--- src/rtl/grf_bypass_sb_pkg.sv ---
// Shared constants for the general register file and its write scoreboard.
// Register-0 index, address/data widths, register count and counter width.
package grf_bypass_sb_pkg;

  localparam int AW        = 5;
  localparam int DW        = 32;
  localparam int REG_ZERO  = 0;
  localparam int NREG_DEF  = 32;
  localparam int CNT_W_DEF = 2;

  // Registers that carry a scoreboard counter (all but $0).
  function automatic int nrsv(input int nreg);
    return nreg - 1;
  endfunction

endpackage

--- src/rtl/grf_sb_cnt.sv ---
// Saturating up/down in-flight write counter for one register.
// Ports: clk, rst, inc, dec -> cnt, zero, full, err (err = refused step).
module grf_sb_cnt #(
  parameter int W = 2
) (
  input  logic         clk,
  input  logic         rst,
  input  logic         inc,
  input  logic         dec,
  output logic [W-1:0] cnt,
  output logic         zero,
  output logic         full,
  output logic         err
);

  logic up;
  logic dn;

  // Simultaneous inc and dec cancel with no error.
  assign up   = inc && !dec;
  assign dn   = dec && !inc;
  assign zero = (cnt == '0);
  assign full = &cnt;
  assign err  = (up && full) || (dn && zero);

  always_ff @(posedge clk) begin
    if (rst) begin
      cnt <= '0;
    end else if (up && !full) begin
      cnt <= cnt + 1'b1;
    end else if (dn && !zero) begin
      cnt <= cnt - 1'b1;
    end
  end

endmodule

--- src/rtl/grf_bypass_sb.sv ---
// Register file with W->D bypass and per-register pending-write scoreboard.
// Ports: Clk, Rst, We/A3/WD/PC (writeback), A1/A2 -> RD1/RD2/Busy1/Busy2,
// Rsv/RsvA -> RsvFull, SbErr. Macro GRF_DISPLAY_EN enables commit logging.
module grf_bypass_sb
  import grf_bypass_sb_pkg::*;
#(
  parameter int NREG  = NREG_DEF,
  parameter int CNT_W = CNT_W_DEF
) (
  input  logic          Clk,
  input  logic          Rst,
  input  logic          We,
  input  logic [AW-1:0] A3,
  input  logic [DW-1:0] WD,
  input  logic [DW-1:0] PC,
  input  logic [AW-1:0] A1,
  input  logic [AW-1:0] A2,
  output logic [DW-1:0] RD1,
  output logic [DW-1:0] RD2,
  input  logic          Rsv,
  input  logic [AW-1:0] RsvA,
  output logic          Busy1,
  output logic          Busy2,
  output logic          RsvFull,
  output logic          SbErr
);

  localparam logic [AW-1:0] R0 = AW'(REG_ZERO);

  logic [DW-1:0]    rf [NREG];
  logic [CNT_W-1:0] cnt [NREG];
  logic [NREG-1:0]  zero_v;
  logic [NREG-1:0]  full_v;
  logic [NREG-1:0]  err_v;
  logic             wr;
  logic             rel1;
  logic             rel2;
  logic             rsv_ok;

  assign wr     = We && (A3 != R0);
  assign rel1   = We && (A3 == A1);
  assign rel2   = We && (A3 == A2);
  assign rsv_ok = Rsv && (RsvA != R0);

  assign cnt[0]    = '0;
  assign zero_v[0] = 1'b1;
  assign full_v[0] = 1'b0;
  assign err_v[0]  = 1'b0;

  for (genvar i = 1; i < NREG; i++) begin : g_sb
    grf_sb_cnt #(.W(CNT_W)) u_cnt (
      .clk  (Clk),
      .rst  (Rst),
      .inc  (Rsv && (RsvA == AW'(i))),
      .dec  (We && (A3 == AW'(i))),
      .cnt  (cnt[i]),
      .zero (zero_v[i]),
      .full (full_v[i]),
      .err  (err_v[i])
    );
  end

  // Busy = (cnt - rel_hit) != 0: a release hitting a zero counter wraps
  // and therefore still reads busy.
  function automatic logic busy_f(
    input logic [AW-1:0]    a,
    input logic             z,
    input logic [CNT_W-1:0] c,
    input logic             rel
  );
    if (a == R0) return 1'b0;
    if (z) return rel;
    return !rel || (c != CNT_W'(1));
  endfunction

  assign Busy1 = busy_f(A1, zero_v[A1], cnt[A1], rel1);
  assign Busy2 = busy_f(A2, zero_v[A2], cnt[A2], rel2);

  assign RsvFull = rsv_ok && full_v[RsvA] && !(We && (A3 == RsvA));

  assign RD1 = (A1 == R0) ? '0 : rel1 ? WD : rf[A1];
  assign RD2 = (A2 == R0) ? '0 : rel2 ? WD : rf[A2];

  always_ff @(posedge Clk) begin
    if (Rst) begin
      for (int i = 0; i < NREG; i++) rf[i] <= '0;
    end else if (wr) begin
      rf[A3] <= WD;
    end
  end

  always_ff @(posedge Clk) begin
    if (Rst) begin
      SbErr <= 1'b0;
    end else begin
      SbErr <= SbErr | (|err_v);
    end
  end

`ifdef GRF_DISPLAY_EN
  always_ff @(posedge Clk) begin
    if (!Rst && wr) begin
      $display("@%h: $%d <= %h", PC, A3, WD);
    end
  end
`else
  logic unused_pc;
  assign unused_pc = ^PC;
`endif

endmodule

--- config.mk ---
export PLATFORM = sky130hd
export DESIGN_NAME = grf_bypass_sb
export DESIGN_NICKNAME = d
export VERILOG_FILES = /design/src/rtl/grf_bypass_sb_pkg.sv /design/src/rtl/grf_sb_cnt.sv /design/src/rtl/grf_bypass_sb.sv
export SDC_FILE = /design/constraint.sdc
export NUM_CORES = 2
export LEC_CHECK = 0
export ABC_CLOCK_PERIOD_IN_PS = 2600
export BUFFER_PORTS_ARGS = -buffer_cell sky130_fd_sc_hd__buf_2
export CORE_ASPECT_RATIO = 0.5
export CORE_MARGIN = 10
export CORE_UTILIZATION = 55
export CTS_BUF_LIST = sky130_fd_sc_hd__clkbuf_4 sky130_fd_sc_hd__clkbuf_8 sky130_fd_sc_hd__clkbuf_16
export CTS_CLUSTER_SIZE = 16
export DETAILED_ROUTE_END_ITERATION = 8
export PLACE_DENSITY = 0.74
export REMOVE_ABC_BUFFERS = 1
export SLEW_MARGIN = 20
export SYNTH_ARGS = -nofsm -noshare
export SYNTH_HDL_FRONTEND = slang
export SYNTH_SLANG_ARGS = --single-unit
--- constraint.sdc ---
create_clock -name Clk -period 2.6 [get_ports Clk]
set_input_delay 0.13 -clock Clk [delete_from_list [all_inputs] [get_ports Clk]]
set_output_delay 0.13 -clock Clk [all_outputs]
set_load 0.005 [all_outputs]
==> results.json <==
{
  "status": "finished with violations",
  "violations": "setup timing",
  "maxCapViolCount": 0,
  "setup_slack_ns": -0.433,
  "synthToLayoutAreaGrowth_pct": 15.3,
  "maxSlewHeadroom_pct": 47.2,
  "wl_um": 211000,
  "hold_class": "primary input to register",
  "coreArea_mm2": 0.110,
  "crit_path_cell_trace": "nand2b_4 > mux2_4 > mux4_2 > a2111oi_4 > buf_4 > a31oi_2 > o211a_1 > buf_2",
  "clkLatencyLatePin_ns": 0.70,
  "placed_area_mm2": 0.0656,
  "grt_pass1_wl_um": 299000,
  "netlist_area_mm2": 0.0609,
  "finalHoldViolCount": 0,
  "multi_input_area_mm2": 0.0282,
  "report.final.slew_viol_count": 0,
  "cp-start-kind": "register",
  "powerDensity_mw_per_mm2": 595,
  "place.gp.congestion": 0.958,
  "htreeDepth": 3,
  "grtUsageTotal_pct": 33.1,
  "worst-path-max-fanout": 2,
  "start_util_pct": 55.4,
  "synthDistinctLibCells": 74,
  "drc_errors": 0,
  "cts.clk_slew.worst_paths_ns": 0.06,
  "worst_slew_pin_slew_ns": 0.793,
  "clock_skew_ns": 0.0139,
  "p_int_mw": 31.1,
  "drive_above_1_share_pct": 34.0,
  "path_delay_family": "multiplexers",
  "cts_buffers": 100,
  "hp-start": "WD[11]",
  "die_h_um": 255,
  "first_global_vias": 42997,
  "cts.sinks": 1087,
  "via_per_inst": 7.16,
  "root_buffer": "clkbuf_16",
  "avgSynthCellArea_um2": 14.1,
  "yosysWarningCount": 0,
  "p_clk_share_pct": 36.4,
  "synth_top_area_share_pct": 50.5,
  "rows": 86,
  "dieArea_mm2": 0.125,
  "synth-main-ff-cell": "edfxtp_1",
  "route.vias.total": 43322,
  "synth_area_leader_cell": "edfxtp_1",
  "crit_start": "g_sb[12].u_cnt.cnt[1]$_SDFFE_PP0P_",
  "drtIter0Drc": 7946,
  "holdWs_ns": 0.0365,
  "chipWidth_um": 491,
  "final_cell_mix": "1,024 x edfxtp_1, 1,006 x and2_1, 633 x mux4_2",
  "end_kind": "output pin",
  "seq_power_share_pct": 49.2,
  "place_hpwl_um": 127000,
  "finalSetupTns_ns": -3.34,
  "p_sw_mw": 10.6,
  "final_area_mm2": 0.0702,
  "period_share_pct": 117,
  "rsz0062_at_grt": "true",
  "nets": 4555,
  "worst-path-stages": 8,
  "critPathKind": "register to output pin",
  "wl_per_cell_um": 34.9,
  "tritoncts": "yes",
  "synth-edff-count": 1024,
  "grt-ovfl-total": 0,
  "switching_share_pct": 25.4,
  "max_freq_mhz": 330,
  "setup_viol": 49,
  "regArea_mm2": 0.0321,
  "synth_cells": 4321,
  "worstReg2RegStart": "g_sb[13].u_cnt.cnt[0]$_SDFFE_PP0P_",
  "crit_path_max_incr_delay_ns": 0.51,
  "critPathArrivalTime_ns": 2.90,
  "dr.pass1.iters": 6,
  "seq_area_frac_synth_pct": 52.6,
  "grt_max_degree": 63,
  "cp.buffers_inverters": 2,
  "portBuffers": 123,
  "fill_cells": 7783,
  "crit_required_ns": 2.47,
  "comb_power_share_pct": 14.4,
  "min_path_cells": 2,
  "reg2reg_depth": 7,
  "ir_worst_vdd_v": 0.000551,
  "ys_async_sr_fraction_pct": 0,
  "min_period_ns": 3.03,
  "io_pins": 156,
  "grt_antenna_before_repair": 14,
  "final_common_cell": "edfxtp_1",
  "cp_slowest_cell": "mux4_2",
  "drtAntennaViolNets": 0,
  "clk_path_buf_depth": 3,
  "leakage_nw": 24.0,
  "synth_seq_cells": 1087,
  "yosys-top-cells-area": "edfxtp_1 51%, mux4_2 23%, and2_1 10%, clkbuf_1 2.2%, dfxtp_1 2.1%"
}
state kept, by name (all words and copies together), names as in the netlist:
signal	count
SbErr	1
rf	1024
g_sb.u_cnt.cnt	62
Yosys cell counts, types with 7 or more instances:
master,number
a211o_1,10
a211oi_1,27
a21oi_1,100
a22oi_1,16
a31oi_1,15
and2_1,1016
buf_1,42
buf_2,67
buf_4,10
clkbuf_1,349
dfxtp_1,63
edfxtp_1,1024
inv_1,36
mux2i_1,25
mux4_2,633
nand2_1,136
nand2b_1,20
nand3_1,73
nand3b_1,7
nor2_1,158
nor2b_1,13
nor3_1,55
nor3b_1,21
o211ai_1,25
o21a_1,25
o21ai_0,107
o22ai_1,69
o32ai_1,12
or2_2,44
xnor2_1,7
xor2_1,10
worst reg2reg max path, cell delays in order, from the launching register on:
cell,delay (ns)
dfxtp_2,0.33
buf_6,0.13
nand2_1,0.12
a2111oi_0,0.07
a2111oi_0,0.58
nand4_1,0.20
nor4_1,0.32
a41oi_1,0.14
metal layers:
layer	vias up	track usage (%)	part of all wire [%]
met5	-	0	0.0090
met4	4	14.3	5.0
met3	653	13.2	18
met2	4181	49.1	44
met1	21639	43.2	34
li1	16845	-	-
worst paths after layout:
path	slack [ns]	end
max	-0.43	Busy2
min	0.04	rf[1][11]$_SDFFCE_PN0P_
max reg2reg	0.59	SbErr$_SDFF_PP0_
min reg2reg	0.50	g_sb[10].u_cnt.cnt[0]$_SDFFE_PP0P_
cell type report:
| type | count | area share [%] |
|---|---|---|
| sequential | 1087 | 45.7 |
| clock buffer | 123 | 3.84 |
| timing repair buffer | 483 | 6.64 |
| multi-input combinational | 2758 | 40.1 |
| clock inverter | 59 | 0.832 |
| inverter | 37 | 0.201 |
| tap | 1496 | 2.67 |
| antenna | 6 | 0.0214 |
cell families (layout without fill, tap and decap cells):
kind of cell | count (synthesis) | after routing | synth area share (%)
XOR/XNOR | 17 | 17 | 0.245
flip-flops | 1087 | 1087 | 52.6
other | 1 | 38 | 0.00616
buffers and inverters | 507 | 702 | 3.34
AO/OA/AOI/OAI | 452 | 452 | 4.74
AND/OR/NAND/NOR | 1597 | 1597 | 15.2
multiplexers | 660 | 660 | 23.9
timing repair:
item | in CTS | in global routing
hold buffers | 18 | 0
pin swaps | 97 | 28
endpoints found under the hold margin | 440 | 0
resized for setup | 164 | 60
buffers inserted | 14 | 1
endpoints found under the setup margin | 66 | 67
per-stage QoR:
| step | util, % | setup slack, ns | cells | total power, mW |
|---|---|---|---|---|
| global route | 63.8 | -0.511 | 6047 | 42.7 |
| finish | 63.8 | -0.433 | 6049 | 41.8 |
| CTS | 63.6 | -0.437 | 6043 | 41.6 |
| global placement | 59.6 | -0.0906 | 5831 | 26.2 |
| floorplan | - | 0.00908 | 3882 | 23.5 |
| detailed placement | 59.6 | -0.0953 | 5831 | 26.4 |
power by group through the flow:
stage | Sequential [mW] | Combinational [mW] | Clock, mW
CTS | 20.5 | 5.81 | 15.3
floorplan | 20.7 | 2.77 | 0
global route | 20.6 | 6.17 | 15.9
finish | 20.5 | 6.01 | 15.2
detailed placement | 20.9 | 5.54 | 0
global placement | 20.8 | 5.46 | 0
Note: power is estimated with default switching activity, not from simulation.
